File: src/rtl/fifteen_pkg.sv
`default_nettype none
// ----------------------------------------------------------------------------
// Module   : fifteen_pkg
// Brief    : Shared types, state codes and the eight 15-sum lines for Fifteen.
// Revision : 1.0
// ----------------------------------------------------------------------------
package fifteen_pkg;

  typedef logic [3:0] move_t;
  typedef logic [8:0] set_t;    // bit n-1 represents number n
  typedef logic [2:0] state_t;

  localparam logic [2:0] ST_IDLE   = 3'd0;
  localparam logic [2:0] ST_NEWG   = 3'd1;
  localparam logic [2:0] ST_WAIT_C = 3'd2;
  localparam logic [2:0] ST_THINK  = 3'd3;
  localparam logic [2:0] ST_SETUP  = 3'd4;
  localparam logic [2:0] ST_PRESS  = 3'd5;
  localparam logic [2:0] ST_REL    = 3'd6;
  localparam logic [2:0] ST_DONE   = 3'd7;

  // {2,7,6} {9,5,1} {4,3,8} {2,9,4} {7,5,3} {6,1,8} {2,5,8} {4,5,6}
  localparam set_t [0:7] TRIPLES = {9'h062, 9'h111, 9'h08C, 9'h10A,
                                    9'h054, 9'h0A1, 9'h092, 9'h038};

  function automatic set_t move_bit(input move_t m);
    set_t r;
    r = '0;
    if (m >= 4'd1 && m <= 4'd9) r = set_t'(1) << (m - 4'd1);
    return r;
  endfunction

  function automatic logic has_triple(input set_t s);
    logic r;
    r = 1'b0;
    for (int t = 0; t < 8; t++) begin
      if ((TRIPLES[t] & s) == TRIPLES[t]) r = 1'b1;
    end
    return r;
  endfunction

endpackage
`default_nettype wire

File: src/rtl/fifteen_move_picker.sv
`default_nettype none
// ----------------------------------------------------------------------------
// Module   : fifteen_move_picker
// Brief    : Combinational move choice: win, else block, else lowest free.
// Revision : 1.0
// ----------------------------------------------------------------------------
module fifteen_move_picker
  import fifteen_pkg::*;
(
  input  set_t  i_h_set,
  input  set_t  i_c_set,
  output move_t o_move
);

  set_t w_occ;
  set_t w_win;
  set_t w_blk;
  set_t w_cand;

  always_comb begin
    w_occ  = i_h_set | i_c_set;
    w_win  = '0;
    w_blk  = '0;
    w_cand = '0;
    o_move = '0;
    // A free number completes a line when it is the only member the owner lacks.
    for (int n = 0; n < 9; n++) begin
      for (int t = 0; t < 8; t++) begin
        if (!w_occ[n] && TRIPLES[t][n]) begin
          if ((TRIPLES[t] & ~i_h_set) == (set_t'(1) << n)) w_win[n] = 1'b1;
          if ((TRIPLES[t] & ~i_c_set) == (set_t'(1) << n)) w_blk[n] = 1'b1;
        end
      end
    end
    if (|w_win)      w_cand = w_win;
    else if (|w_blk) w_cand = w_blk;
    else             w_cand = ~w_occ;
    for (int n = 8; n >= 0; n--) begin
      if (w_cand[n]) o_move = move_t'(n + 1);
    end
  end

endmodule
`default_nettype wire

File: src/rtl/fifteen_auto_player.sv
`default_nettype none
// ----------------------------------------------------------------------------
// Module   : fifteen_auto_player
// Brief    : Automatic human-side opponent driving hMove/enter_L/newGame_L.
//            Optional AUTO_REPLAY_EN: restart a new game 16 cycles after DONE.
// Revision : 1.0
// ----------------------------------------------------------------------------
module fifteen_auto_player
  import fifteen_pkg::*;
#(
  parameter int SETUP_CYCLES   = 1,
  parameter int PRESS_CYCLES   = 2,
  parameter int TIMEOUT_CYCLES = 64
) (
  input  logic       clock,
  input  logic       reset,
  input  logic       start,
  input  logic [3:0] cMove,
  input  logic       cWin,
  output logic [3:0] hMove,
  output logic       enter_L,
  output logic       newGame_L,
  output logic       hWin,
  output logic       busy,
  output logic       timeout,
  output logic       illegal
);

  localparam int C_CNT_MAX = TIMEOUT_CYCLES + SETUP_CYCLES + PRESS_CYCLES + 16;
  localparam int C_CW      = $clog2(C_CNT_MAX + 1);

  state_t          r_state, w_state_nxt;
  logic [C_CW-1:0] r_cnt, w_cnt_nxt;
  set_t            r_cset, w_cset_nxt;
  set_t            r_hset, w_hset_nxt;
  move_t           r_hmove, w_hmove_nxt;
  logic            r_hwin, w_hwin_nxt;
  logic            r_tout, w_tout_nxt;
  logic            r_ill, w_ill_nxt;
  logic            r_enter_l, r_newg_l, r_busy;
  move_t           w_pick;
  set_t            w_cbit;
  set_t            w_hset_rel;
  logic            w_new_move;

  fifteen_move_picker u_picker (
    .i_h_set (r_hset),
    .i_c_set (r_cset),
    .o_move  (w_pick)
  );

  assign w_cbit     = move_bit(cMove);
  assign w_new_move = (|w_cbit) && !(|(w_cbit & r_cset));
  assign w_hset_rel = r_hset | move_bit(r_hmove);

  always_comb begin
    w_state_nxt = r_state;
    w_cnt_nxt   = '0;
    w_cset_nxt  = r_cset;
    w_hset_nxt  = r_hset;
    w_hmove_nxt = r_hmove;
    w_hwin_nxt  = r_hwin;
    w_tout_nxt  = r_tout;
    w_ill_nxt   = r_ill;
    case (r_state)
      ST_IDLE, ST_DONE: begin
        if (start) begin
          w_state_nxt = ST_NEWG;
          w_cset_nxt  = '0;
          w_hset_nxt  = '0;
          w_hwin_nxt  = 1'b0;
          w_tout_nxt  = 1'b0;
          w_ill_nxt   = 1'b0;
        end
`ifdef AUTO_REPLAY_EN
        else if (r_state == ST_DONE) begin
          if (r_cnt == C_CW'(15)) begin
            w_state_nxt = ST_NEWG;
            w_cset_nxt  = '0;
            w_hset_nxt  = '0;
            w_hwin_nxt  = 1'b0;
            w_tout_nxt  = 1'b0;
            w_ill_nxt   = 1'b0;
          end else begin
            w_cnt_nxt = r_cnt + C_CW'(1);
          end
        end
`endif
      end
      ST_NEWG: w_state_nxt = ST_WAIT_C;
      ST_WAIT_C: begin
        // A fresh move takes precedence over an expiring timeout.
        if (w_new_move) begin
          if (|(w_cbit & r_hset)) begin
            w_ill_nxt   = 1'b1;
            w_state_nxt = ST_DONE;
          end else begin
            w_cset_nxt = r_cset | w_cbit;
            if (cWin || (&(r_cset | w_cbit | r_hset))) w_state_nxt = ST_DONE;
            else                                       w_state_nxt = ST_THINK;
          end
        end else if (r_cnt == C_CW'(TIMEOUT_CYCLES - 1)) begin
          w_tout_nxt  = 1'b1;
          w_state_nxt = ST_DONE;
        end else begin
          w_cnt_nxt = r_cnt + C_CW'(1);
        end
      end
      ST_THINK: begin
        w_hmove_nxt = w_pick;
        w_state_nxt = ST_SETUP;
      end
      ST_SETUP: begin
        if (r_cnt == C_CW'(SETUP_CYCLES - 1)) w_state_nxt = ST_PRESS;
        else                                  w_cnt_nxt   = r_cnt + C_CW'(1);
      end
      ST_PRESS: begin
        if (r_cnt == C_CW'(PRESS_CYCLES - 1)) w_state_nxt = ST_REL;
        else                                  w_cnt_nxt   = r_cnt + C_CW'(1);
      end
      ST_REL: begin
        w_hset_nxt = w_hset_rel;
        if (has_triple(w_hset_rel)) begin
          w_hwin_nxt  = 1'b1;
          w_state_nxt = ST_DONE;
        end else if (&(w_hset_rel | r_cset)) begin
          w_state_nxt = ST_DONE;
        end else begin
          w_state_nxt = ST_WAIT_C;
        end
      end
      default: w_state_nxt = ST_IDLE;
    endcase
  end

  // Strobes are registered from the next state so they leave glitch-free flops.
  always_ff @(posedge clock) begin
    if (reset) begin
      r_state   <= ST_IDLE;
      r_cnt     <= '0;
      r_cset    <= '0;
      r_hset    <= '0;
      r_hmove   <= '0;
      r_hwin    <= 1'b0;
      r_tout    <= 1'b0;
      r_ill     <= 1'b0;
      r_enter_l <= 1'b1;
      r_newg_l  <= 1'b1;
      r_busy    <= 1'b0;
    end else begin
      r_state   <= w_state_nxt;
      r_cnt     <= w_cnt_nxt;
      r_cset    <= w_cset_nxt;
      r_hset    <= w_hset_nxt;
      r_hmove   <= w_hmove_nxt;
      r_hwin    <= w_hwin_nxt;
      r_tout    <= w_tout_nxt;
      r_ill     <= w_ill_nxt;
      r_enter_l <= (w_state_nxt != ST_PRESS);
      r_newg_l  <= (w_state_nxt != ST_NEWG);
      r_busy    <= (w_state_nxt != ST_IDLE) && (w_state_nxt != ST_DONE);
    end
  end

  assign hMove     = r_hmove;
  assign enter_L   = r_enter_l;
  assign newGame_L = r_newg_l;
  assign hWin      = r_hwin;
  assign busy      = r_busy;
  assign timeout   = r_tout;
  assign illegal   = r_ill;

endmodule
`default_nettype wire

File: config.mk
export PLATFORM = sky130hd
export DESIGN_NAME = fifteen_auto_player
export DESIGN_NICKNAME = d
export VERILOG_FILES = /design/src/rtl/fifteen_pkg.sv /design/src/rtl/fifteen_move_picker.sv /design/src/rtl/fifteen_auto_player.sv
export SDC_FILE = /design/constraint.sdc
export NUM_CORES = 1
export LEC_CHECK = 0
export CELL_PAD_IN_SITES_DETAIL_PLACEMENT = 1
export CELL_PAD_IN_SITES_GLOBAL_PLACEMENT = 1
export CORE_MARGIN = 2
export CORE_UTILIZATION = 44
export DETAILED_ROUTE_END_ITERATION = 7
export PLACE_DENSITY_LB_ADDON = 0.2
export SETUP_SLACK_MARGIN = 0.02
export SYNTH_ARGS = -nofsm -noshare
export SYNTH_HDL_FRONTEND = slang
export SYNTH_SLANG_ARGS = --single-unit
File: constraint.sdc
create_clock -name clock -period 3.2 [get_ports clock]
set_clock_uncertainty 0.15 [all_clocks]
set_input_delay 0.64 -clock clock [delete_from_list [all_inputs] [get_ports clock]]
set_output_delay 0.64 -clock clock [all_outputs]
set_load 0.01 [all_outputs]
==> reports/qor.txt <==
EDFF count, synth -> 0
Ys async rst share -> 0
Area Growth Syn to Fin -> 19.7%
IO buf count -> 17
FP Rows -> 29
Final WS setup -> 0.0767 ns
Ant diodes -> 0
Synthesized area -> 2980 sq um
Core Region -> 6460 sq um
Syn nets -> 420
Slew of the pin with the lowest slew margin -> 0.663 ns
Max-slew violation count -> 0
Initial Util -> 0.461
Layout Cells excl Fill -> 516
Tmin final -> 3.12 ns
Total grt overflow -> 0
WP data required -> 3.23 ns
Outcome -> finished clean
Most frequent cells in the layout -> nor2_1, buf_4, a21oi_1, dfxtp_1, nand2_1
DR WL/cell -> 20.9 um
CP endpoint kind -> flop
Final Hold Viols -> 0
Final setup violation count -> 0
Post-DRT Antenna Nets -> 0
Clock tree sinks -> 38
Syn Inst Count -> 407
IO Count -> 18
Chip width -> 86.3 um
Die Height -> 86.3 um
Unique cell type count in the Yosys netlist -> 67
Dpl cells -> 505
DRT iter0 DRCs -> 364
Post-Route WL -> 10.8 mm
Mean Syn Cell Area -> 7.31 sq um
H-tree Lvls -> 2
Die ar. -> 7440 sq um
Root Buffer -> clkbuf_8
Pleak -> 0.00129 uW
Clock transition at path regs -> 0.08 ns
Yosys warns -> 0
CTS max path bufs -> 2
# nets final -> 451
Peak Freq -> 320 MHz
Top cell type's share of synthesized area -> 0.256
Max VDD drop -> 0.162 mV
Worst EP arrival -> 3.15 ns
Start-to-end type of the worst setup path -> input port to flop
Startpoint Class -> input port
DRC errors left -> 0
Number of CTS-inserted buffers -> 5
Vias per std cell -> 6.58
Largest net degree at the start of global routing -> 22
Fin util -> 0.552
Via Count -> 3393
PwrDens -> 322 nW/um^2
Maxcap violations -> 0
Seq/Total Area, Yosys -> 0.256
Tot Pwr -> 1150 uW
Drt pass-1 iters -> 6
Clk_lat worst skew -> 0.30 ns
Maximum fanout along the worst path -> 8
Place WS -> -0.435 ns
R2R Setup Slk -> 0.26 ns
Area contributors post-synth -> dfxtp_1, nor2_1, a21oi_1, a22oi_1, nand2_1
Vias in the first global route -> 3379
Min-delay worst type -> flop to flop
GPL Wtd Cong -> 0.899
TritonCTS clock tree -> built
Biggest area consumer among synthesized cells -> dfxtp_1
GR Util All Layers -> 0.287
Initial antenna violation count -> 0
Final Cycle Share -> 0.976
DP HPWL -> 7.61 mm
Main synth FF type -> dfxtp_1
Synthesized flop and latch total -> 38
First-pass GRT wire length -> 17.0 mm
Relative slew margins -> 0.557
Commonest non-fill, non-tap cell in the layout -> nor2_1
Layout cells sized above 1 -> 0.178
## flip-flops by register name, summed over array words and instances (netlist names)
| signal | flops |
|---|---|
| newGame_L | 1 |
| hMove | 4 |
| enter_L | 1 |
| timeout | 1 |
| r_state | 3 |
| r_hset | 9 |
| busy | 1 |
| r_cnt | 7 |
| r_cset | 9 |
| hWin | 1 |
| illegal | 1 |
## worst paths after layout
kind,startpoint,endpoint,cells after the start
min,hWin,hWin,2
max reg2reg,hMove[0],enter_L,10
max,cMove[0],enter_L,11
min reg2reg,hWin,hWin,2
## per-layer routing
| metal | routed length (um) | global-route usage | vias up |
|---|---|---|---|
| met5 | 0 | 0 | - |
| met4 | 254 | 0.0923 | 0 |
| met3 | 665 | 0.0381 | 23 |
| met2 | 4970 | 0.462 | 130 |
| met1 | 4910 | 0.397 | 1659 |
| li1 | - | - | 1581 |
## report_power, final
part / internal [uW] / switching, uW
combinational: 119 / 147
clock: 173 / 188
sequential: 491 / 30.3
total: 783 / 365
## Yosys cell counts, types with 6 or more instances
master     n
nor2_1    56
or2_2      9
o31ai_1    9
buf_2     10
a222oi_1   7
nand2_1   27
inv_1     14
a21oi_1   39
nand3_1   13
a22oi_1   14
nor3_1     7
a31oi_1   10
nor2b_1    6
clkbuf_1  19
o21ai_0   11
dfxtp_1   38
o22ai_1    6
nand2b_1   9
o32ai_1    7
## critical path, stage by stage
cell and delay (ns):
dlygate4sd2_1 0.33, buf_4 0.21, nor4bb_2 0.36, o22a_1 0.17, o32ai_1 0.09, nor4_2 0.34, o32ai_2 0.14, a21oi_2 0.16
nor4_1 0.07, buf_4 0.14, or4b_1 0.48
## kinds of logic (layout without fill, tap and decap cells)
group | Yosys count | count (layout) | synth area share
and+or+nand+nor | 170 | 170 | 0.302
adders and majority gates | 5 | 5 | 0.0210
muxes | 2 | 2 | 0.00715
buffers and inverters | 51 | 83 | 0.0757
DFF | 38 | 38 | 0.256
AOI/OAI and AO/OA | 137 | 137 | 0.327
xor gates and xnor gates | 4 | 4 | 0.0118
## layout make-up
class                   instances  area [sq um]
well taps                      77          96.3
fillers                       808          2900
repair buffers                 61           507
clock buffers                   6          82.6
inverters                      14          52.6
multi-input cells             318          2050
flip-flops and latches         38           762
clock inverters                 2          12.5
## timing repair
item,CTS,global route
gates resized for setup,6,12
cloned,0,1
hold buffers,0,0
setup buffers,0,2
pin swaps,4,6
endpoints found under the setup margin,4,13
## through the flow
step | hold WS [ns] | TNS, ns | area (sq um)
after floorplan | 0.295 | 0 | 2980
after global placement | 0.289 | -1.87 | 3380
after detailed placement | 0.299 | -3.19 | 3380
after CTS | 0.311 | 0 | 3490
after global routing | 0.321 | -0.0266 | 3560
final | 0.303 | 0 | 3560
Note: power is estimated with default switching activity, not from simulation.
